==> src/rtl/reg_port_if.sv <==
// Shared register-address port bundle: requester-side signals and the arbiter's
// grant/mux outputs for a 4-way round-robin arbiter.
interface reg_port_if #(
  parameter int unsigned ADDR_W = 4
);
  logic [3:0]        req;
  logic [3:0]        rel;
  logic [ADDR_W-1:0] addr0;
  logic [ADDR_W-1:0] addr1;
  logic [ADDR_W-1:0] addr2;
  logic [ADDR_W-1:0] addr3;
  logic [3:0]        gnt;
  logic [1:0]        sel;
  logic              valid;
  logic [ADDR_W-1:0] addr_out;
  logic              timeout_err;

  modport master (
    output req, rel, addr0, addr1, addr2, addr3,
    input  gnt, sel, valid, addr_out, timeout_err
  );

  modport slave (
    input  req, rel, addr0, addr1, addr2, addr3,
    output gnt, sel, valid, addr_out, timeout_err
  );
endinterface

==> src/rtl/reg_port_arbiter.sv <==
// Round-robin arbiter for one shared register-address port among four requesters,
// with a bounded hold time per grant and a pulse on forced (timeout) releases.
module reg_port_arbiter #(
  parameter int unsigned ADDR_W  = 4,
  parameter int unsigned TIMEOUT = 15
) (
  input logic       clk,
  input logic       reset,
  reg_port_if.slave bus
);

  typedef enum logic {
    IDLE,
    OWNED
  } state_t;

  state_t      state;
  logic [1:0]  last;
  logic [7:0]  cnt;
  logic [3:0]  gnt_q;
  logic [1:0]  sel_q;
  logic        valid_q;
  logic        terr_q;

  logic [1:0]  win;
  logic [1:0]  cand;
  logic        found;

  logic        own_rel;
  logic        own_req;
  logic        at_limit;

  logic [ADDR_W-1:0] addr_mux;

  // Scan last+1 .. last+4 (mod 4); the previous winner is considered last.
  always_comb begin
    win   = '0;
    cand  = '0;
    found = 1'b0;
    for (int unsigned k = 1; k <= 4; k++) begin
      cand = last + k[1:0];
      if (!found && bus.req[cand]) begin
        win   = cand;
        found = 1'b1;
      end
    end
  end

  always_comb begin
    own_rel  = bus.rel[sel_q];
    own_req  = bus.req[sel_q];
    at_limit = (cnt == 8'(TIMEOUT));
  end

  always_ff @(posedge clk) begin
    if (reset) begin
      state   <= IDLE;
      last    <= 2'd3;
      cnt     <= '0;
      gnt_q   <= '0;
      sel_q   <= '0;
      valid_q <= 1'b0;
      terr_q  <= 1'b0;
    end else begin
      terr_q <= 1'b0;
      case (state)
        IDLE: begin
          if (found) begin
            state   <= OWNED;
            gnt_q   <= 4'b0001 << win;
            sel_q   <= win;
            valid_q <= 1'b1;
            last    <= win;
            cnt     <= 8'd1;
          end
        end
        OWNED: begin
          if (own_rel || !own_req || at_limit) begin
            state   <= IDLE;
            gnt_q   <= '0;
            sel_q   <= '0;
            valid_q <= 1'b0;
            cnt     <= '0;
            // A voluntary release on the limit cycle is not a forced release.
            terr_q  <= at_limit && !own_rel && own_req;
          end else if (!at_limit) begin
            cnt <= cnt + 8'd1;
          end
        end
        default: state <= IDLE;
      endcase
    end
  end

  always_comb begin
    case (sel_q)
      2'd0:    addr_mux = bus.addr0;
      2'd1:    addr_mux = bus.addr1;
      2'd2:    addr_mux = bus.addr2;
      default: addr_mux = bus.addr3;
    endcase
  end

  assign bus.gnt         = gnt_q;
  assign bus.sel         = sel_q;
  assign bus.valid       = valid_q;
  assign bus.timeout_err = terr_q;
  assign bus.addr_out    = valid_q ? addr_mux : '0;

endmodule

==> src/flat_wrapper.sv <==
// flat-port wrapper written by rule: the top's interface ports become plain ports
module reg_port_arbiter_flat 
#(
  parameter int unsigned ADDR_W  = 4,
  parameter int unsigned TIMEOUT = 15
)
  (clk, reset, bus_req, bus_rel, bus_addr0, bus_addr1, bus_addr2, bus_addr3, bus_gnt, bus_sel, bus_valid, bus_addr_out, bus_timeout_err);
  reg_port_if #(.ADDR_W(ADDR_W)) bus_i ();
  input logic clk;
  input logic reset;
  input wire logic [$bits(bus_i.req)-1:0] bus_req;
  input wire logic [$bits(bus_i.rel)-1:0] bus_rel;
  input wire logic [$bits(bus_i.addr0)-1:0] bus_addr0;
  input wire logic [$bits(bus_i.addr1)-1:0] bus_addr1;
  input wire logic [$bits(bus_i.addr2)-1:0] bus_addr2;
  input wire logic [$bits(bus_i.addr3)-1:0] bus_addr3;
  output wire logic [$bits(bus_i.gnt)-1:0] bus_gnt;
  output wire logic [$bits(bus_i.sel)-1:0] bus_sel;
  output wire logic [$bits(bus_i.valid)-1:0] bus_valid;
  output wire logic [$bits(bus_i.addr_out)-1:0] bus_addr_out;
  output wire logic [$bits(bus_i.timeout_err)-1:0] bus_timeout_err;
  assign bus_i.req = bus_req;
  assign bus_i.rel = bus_rel;
  assign bus_i.addr0 = bus_addr0;
  assign bus_i.addr1 = bus_addr1;
  assign bus_i.addr2 = bus_addr2;
  assign bus_i.addr3 = bus_addr3;
  assign bus_gnt = bus_i.gnt;
  assign bus_sel = bus_i.sel;
  assign bus_valid = bus_i.valid;
  assign bus_addr_out = bus_i.addr_out;
  assign bus_timeout_err = bus_i.timeout_err;
  reg_port_arbiter #(.ADDR_W(ADDR_W), .TIMEOUT(TIMEOUT)) u_core (.clk(clk), .reset(reset), .bus(bus_i));
endmodule
==> config.mk <==
export PLATFORM = sky130hd
export DESIGN_NAME = reg_port_arbiter_flat
export DESIGN_NICKNAME = d
export VERILOG_FILES = /design/src/rtl/reg_port_if.sv /design/src/rtl/reg_port_arbiter.sv /design/src/flat_wrapper.sv
export SDC_FILE = /design/constraint.sdc
export NUM_CORES = 1
export LEC_CHECK = 0
export CAP_MARGIN = 15
export CORE_ASPECT_RATIO = 0.6
export CORE_MARGIN = 2
export CORE_UTILIZATION = 45
export DETAILED_ROUTE_END_ITERATION = 8
export PLACE_DENSITY = 0.86
export SLEW_MARGIN = 40
export SYNTH_ARGS = -nofsm -noshare
export SYNTH_HDL_FRONTEND = slang
export SYNTH_SLANG_ARGS = --single-unit
==> constraint.sdc <==
create_clock -name clk -period 2.07 [get_ports clk]
set_clock_uncertainty 0.1 [all_clocks]
set_input_delay 0.5175 -clock clk [delete_from_list [all_inputs] [get_ports clk]]
set_output_delay 0.5175 -clock clk [all_outputs]
set_load 0.05 [all_outputs]
# Word-level counts from Yosys, hierarchy flattened
# Cells that the tools add are included.
# classes
n_mux,38
eq_ne,6
n_lt_le_gt_ge,5
n_bitwise,2
n_shift,1
n_addsub,4
reduce_logical,17
# ops
op,count
two-way mux 8 bit,3
one-hot mux 8 bit (2 select lines),1
less-than comparator 2 x 3 -> 1 bit (second input constant),5
two-way mux 1 bit,14
binary-select mux 1 bit (select 2 bit),6
two-way mux 2 bit,6
two-way mux 4 bit,3
one-hot mux 4 bit (3 select lines),1
adder 8 x 1 -> 8 bit (second input constant),1
equality test 8 x 4 -> 1 bit (second input constant),1
one-hot mux 4 bit (2 select lines),1
AND reduction 2 bit,3
logical AND 1 bit,5
logical NOT 1 bit,5
adder 2 bit (second input constant),2
one-hot mux 1 bit (2 select lines),2
one-hot mux 2 bit (2 select lines),1
left shift 1 x 2 -> 4 bit (first input constant),1
inequality test 3 bit (second input constant),1
OR reduction 3 bit,1
adder 2 x 1 -> 2 bit (second input constant),1
equality test 2 x 1 -> 1 bit (second input constant),1
equality test 2 bit (second input constant),1
logical NOT 2 bit,1
other kinds (4),6
# totals
elab_cells,80
in_bits,26
reg_bits,19

# Depth between registers and ports, before layout
# logic_depth
depth_word,16
depth_mapped,7

# Worst setup path before layout
# No wires, ideal clock.
# synth_path
kind,reg-to-output
start,"reg u_core.sel_q[0], in the netlist u_core.bus.sel[0]"
end,out bus_addr_out[0]
slack_ps,-185
arrival_ps,1637
path_stages_with_launch,4
cell_sequence,dfxtp_1 > buf_6 > mux4_2 > and2_1
# synth_via
elab_chain_len,3
word_cells_on_any_way,5
cone_classes,2 x eq/ne; 2 x mux; 1 x reduce/logical
# synth_rtl
item,line_no,source
"start, declared",reg_port_arbiter.sv:21,logic [1:0] sel_q;
"start signal, assigned",reg_port_arbiter.sv:71,sel_q <= win;
"equality test 2 bit, or another cell as far along",reg_port_arbiter.sv:96,case (sel_q)
one-hot mux 4 bit (3 select lines) (*),reg_port_arbiter.sv:96,
two-way mux 4 bit (*),reg_port_arbiter.sv:108,assign bus.addr_out = valid_q ? addr_mux : '0;
"end, declared",flat_wrapper.sv:20,output wire logic [$bits(bus_i.addr_out)-1:0] bus_addr_out;
# Every way passes the cells marked *; elsewhere a longest branch is shown, timed or not.

# Worst setup path after layout
# layout_path
start,in bus_addr2[2]
end,out bus_addr_out[2]
# layout_via
elab_chain_len,2
# layout_rtl
item,line_no,source
"start, declared",flat_wrapper.sv:15,input wire logic [$bits(bus_i.addr2)-1:0] bus_addr2;
one-hot mux 4 bit (3 select lines),reg_port_arbiter.sv:96,
two-way mux 4 bit,reg_port_arbiter.sv:108,
# Every way passes these cells.

==> qor.csv <==
metric;value;unit
wl_per_cell;18.0;um
hold_viol;0;
synthSimpleGateAreaFrac;26.3;%
yosys.area_share.adder;1.11;%
synth_xor_area_share;1.56;%
drv_cap;0;
via_per_inst;5.92;
ant_nets;0;
grt_pass1_wl;5350;um
core.rowCount;13;
synth_seq_cells;19;
irDropWorstVdd;0.502;mV
finalCritPeriodShare;102;%
grt_usage;24.9;%
drt_wl_total;3790;um
startpoint_type;primary input;
crit_buf_inv;2;
synth_edf_count;0;
r2r_start;u_core.cnt[0];
gp_congestion;0.811;
ys_types;40;
ctsHoldBuffers;0;
pwr-share-seq;38.5;%
antenna_found_initial;0;
cts.sinks;19;
crit_arrival;1490;ps
syn-num-nets;149;
initial_core_util;49.6;%
synth_ff_type;dfxtp_1;
synth_warnings;0;
r2r_setup_slack;220;ps
seq_area_frac_synth;33.9;%
synth.area.top_cells;dfxtp_1, mux4_2, buf_6;
min_to;u_core.bus.gnt[3];
crit_chain;clkdlybuf4s15_1 -> mux4_2 -> and2_4 -> buf_8;
die_w;68.5;um
core;2260;um^2
cts-root-buf;clkbuf_8;
synth_top_family_by_area;simple AND/OR/NAND/NOR gates;
cp-end-kind;output pin;
reg2reg_depth;6;
synth_top_cell_area_share;33.9;%
fp.dieH;42.7;um
fin_nets;208;
pin_count;38;
finalWorstPathRequiredPeriod;2110;ps
combPwrFrac;37.8;%
cts_tree;built;
crit_fanout;1;
grt_max_degree;14;
route.detailed.drc;0;
failed_checks;setup timing;
diodes;0;
slew_violations;0;
htree_levels;1;
r2r_end;u_core.bus.gnt[2];
max-slew-margin-rel;73.5;%
min_from;u_core.bus.gnt[3];
fill_cells;156;
fmax;474;MHz
holdPathStages;2;
critPathKind;primary input to output pin;
synth-compound-area-share;20.7;%
grt_overflow;0;
critical-path-slowest-cell;mux4_2;
rsz0062_at_grt;true;
power_leakage;0.674;nW
synthMuxAreaShare;10.0;%
p_sw_share;34.4;%
synth_largest_area_cell;dfxtp_1;
drt_first_pass_iters;4;
cts_buffer_depth;2;
power.internal;0.000731;W
tightestPinTransition;395;ps
clk_pin_slew;80;ps
portBuffers;37;
outcome;complete, but fails checks;
fin_ws;-39.4;ps
grt_pass1_vias;1131;
finalSetupViolCount;6;
clk_latency;260;ps
startpoint;bus_addr2[2];
synth_cells;122;
min_path_type;register to register;
numCtsBuffers;3;
syn_area_per_cell;9.20;um^2
drive_above_1_share;37.8;%
post-route-util;77.0;%
dp.final_hpwl;2760;um
max_stage_delay;470;ps
netlist_area;1120;um^2
tns;-121;ps
required;1450;ps
p_per_area;640;nW/um^2
dieArea;2920;um^2
p_clk_share;23.7;%
drtIter0Drc;99;
syn_to_final_growth;55.1;%
async_reset_ff_share;0;%
post-place-ws;-344;ps
vias;1244;
critical-path-top-delay-family;multiplexers;
switchingPower;0.000383;W
-- registers in the layout (all words and copies together), names as in the netlist --
| name | flops |
|---|---|
| u_core.bus.sel | 2 |
| u_core.bus.timeout_err | 1 |
| u_core.last | 2 |
| u_core.state | 1 |
| u_core.cnt | 8 |
| u_core.bus.gnt | 4 |
| u_core.bus.valid | 1 |
-- worst max path at each step --
stage | end | slack [ps] | depth (start not counted)
3_3_place_gp | bus_addr_out[1] | -280 | 4
2_1_floorplan | bus_addr_out[0] | 20 | 3
5_1_grt | bus_addr_out[2] | -70 | 3
4_1_cts | bus_addr_out[2] | -20 | 3
6_report | bus_addr_out[2] | -40 | 4
3_5_place_dp | u_core.cnt[4] | -340 | 6
-- kinds of logic (layout without fill, tap and decap cells) --
logic type / after synthesis / count (layout)
simple gates: 54 / 54
compound gates: 32 / 32
mux: 5 / 5
fa+ha+maj: 1 / 1
xor+xnor: 2 / 2
flops: 19 / 19
buf+inv: 9 / 67
-- tightest hold or removal path, stage by stage, from the launching register on --
cell and delay [ps]:
dfxtp_1 330, nand2_1 60, o22ai_1 60
-- per-stage QoR --
| step | instances | hold slack [ps] | cell area [um^2] | power, W |
|---|---|---|---|---|
| 2_1_floorplan | 122 | 355 | 1130 | 0.000652 |
| 3_3_place_gp | 203 | 363 | 1600 | 0.000789 |
| 3_5_place_dp | 203 | 373 | 1600 | 0.000807 |
| 4_1_cts | 210 | 388 | 1700 | 0.00109 |
| 5_1_grt | 210 | 405 | 1740 | 0.00115 |
| 6_report | 210 | 395 | 1740 | 0.00111 |
-- final cells by class --
cell class | count | area [um^2] | share of cell area [%]
sequential | 19 | 384 | 22.1
multi-input combinational | 94 | 723 | 41.6
inverter | 3 | 11.3 | 0.647
clock inverter | 1 | 5.00 | 0.288
tap | 30 | 37.5 | 2.16
clock buffer | 3 | 41.3 | 2.37
timing repair buffer | 60 | 538 | 30.9
-- repair_timing --
item / 4_1_cts / 5_1_grt
pin swaps: 3 / 4
buffers inserted: 3 / 0
gates resized for setup: 54 / 10
endpoints found under the setup margin: 11 / 13
-- placed cells by master (no fill, tap or decap), types with 3 or more instances in the layout --
cell | synthesis | routed
a21oi_1 | 5 | 3
and2_4 | 0 | 4
buf_2 | 0 | 3
buf_4 | 0 | 28
buf_6 | 5 | 3
buf_8 | 0 | 4
clkbuf_8 | 0 | 3
clkdlybuf4s15_1 | 0 | 13
clkdlybuf4s50_1 | 0 | 8
dfxtp_1 | 19 | 18
inv_1 | 3 | 3
mux4_2 | 5 | 5
nand2_1 | 14 | 14
nand2b_1 | 3 | 3
nand3_1 | 5 | 4
nand4_1 | 3 | 3
nor3_1 | 8 | 7
o21a_1 | 3 | 3
o21ai_2 | 2 | 3
o22ai_1 | 5 | 4
or3_1 | 3 | 3
-- cells in the mapped netlist (2+ instances only) --
master,number
o22ai_1,5
o2111ai_1,2
nand2_1,14
nand4_1,3
mux4_2,5
dfxtp_1,19
inv_1,3
nor3_1,8
xor2_1,2
o21a_1,3
o21ai_2,2
nor2_1,3
o31ai_1,2
a21oi_1,5
o21ai_0,4
nor2b_1,2
or3_1,3
and2_1,4
nand2b_1,3
buf_6,5
and2b_2,2
nand3_1,5
-- routing by layer --
metal,track usage [%],vias up,share of wire [%]
met5,0,-,0
met4,6.00,0,2.2
met3,4.77,10,7.3
met2,44.6,70,49
met1,30.4,588,41
li1,-,576,-
-- power groups by stage --
| stage | clock network (W) | logic (W) | registers [W] |
|---|---|---|---|
| floorplan | 0 | 0.000182 | 0.000469 |
| global placement | 0 | 0.000358 | 0.000431 |
| detailed placement | 0 | 0.000371 | 0.000436 |
| CTS | 0.000259 | 0.000406 | 0.000426 |
| global route | 0.000279 | 0.000438 | 0.000432 |
| finish | 0.000263 | 0.000421 | 0.000429 |
(Power assumes the default switching activity.)
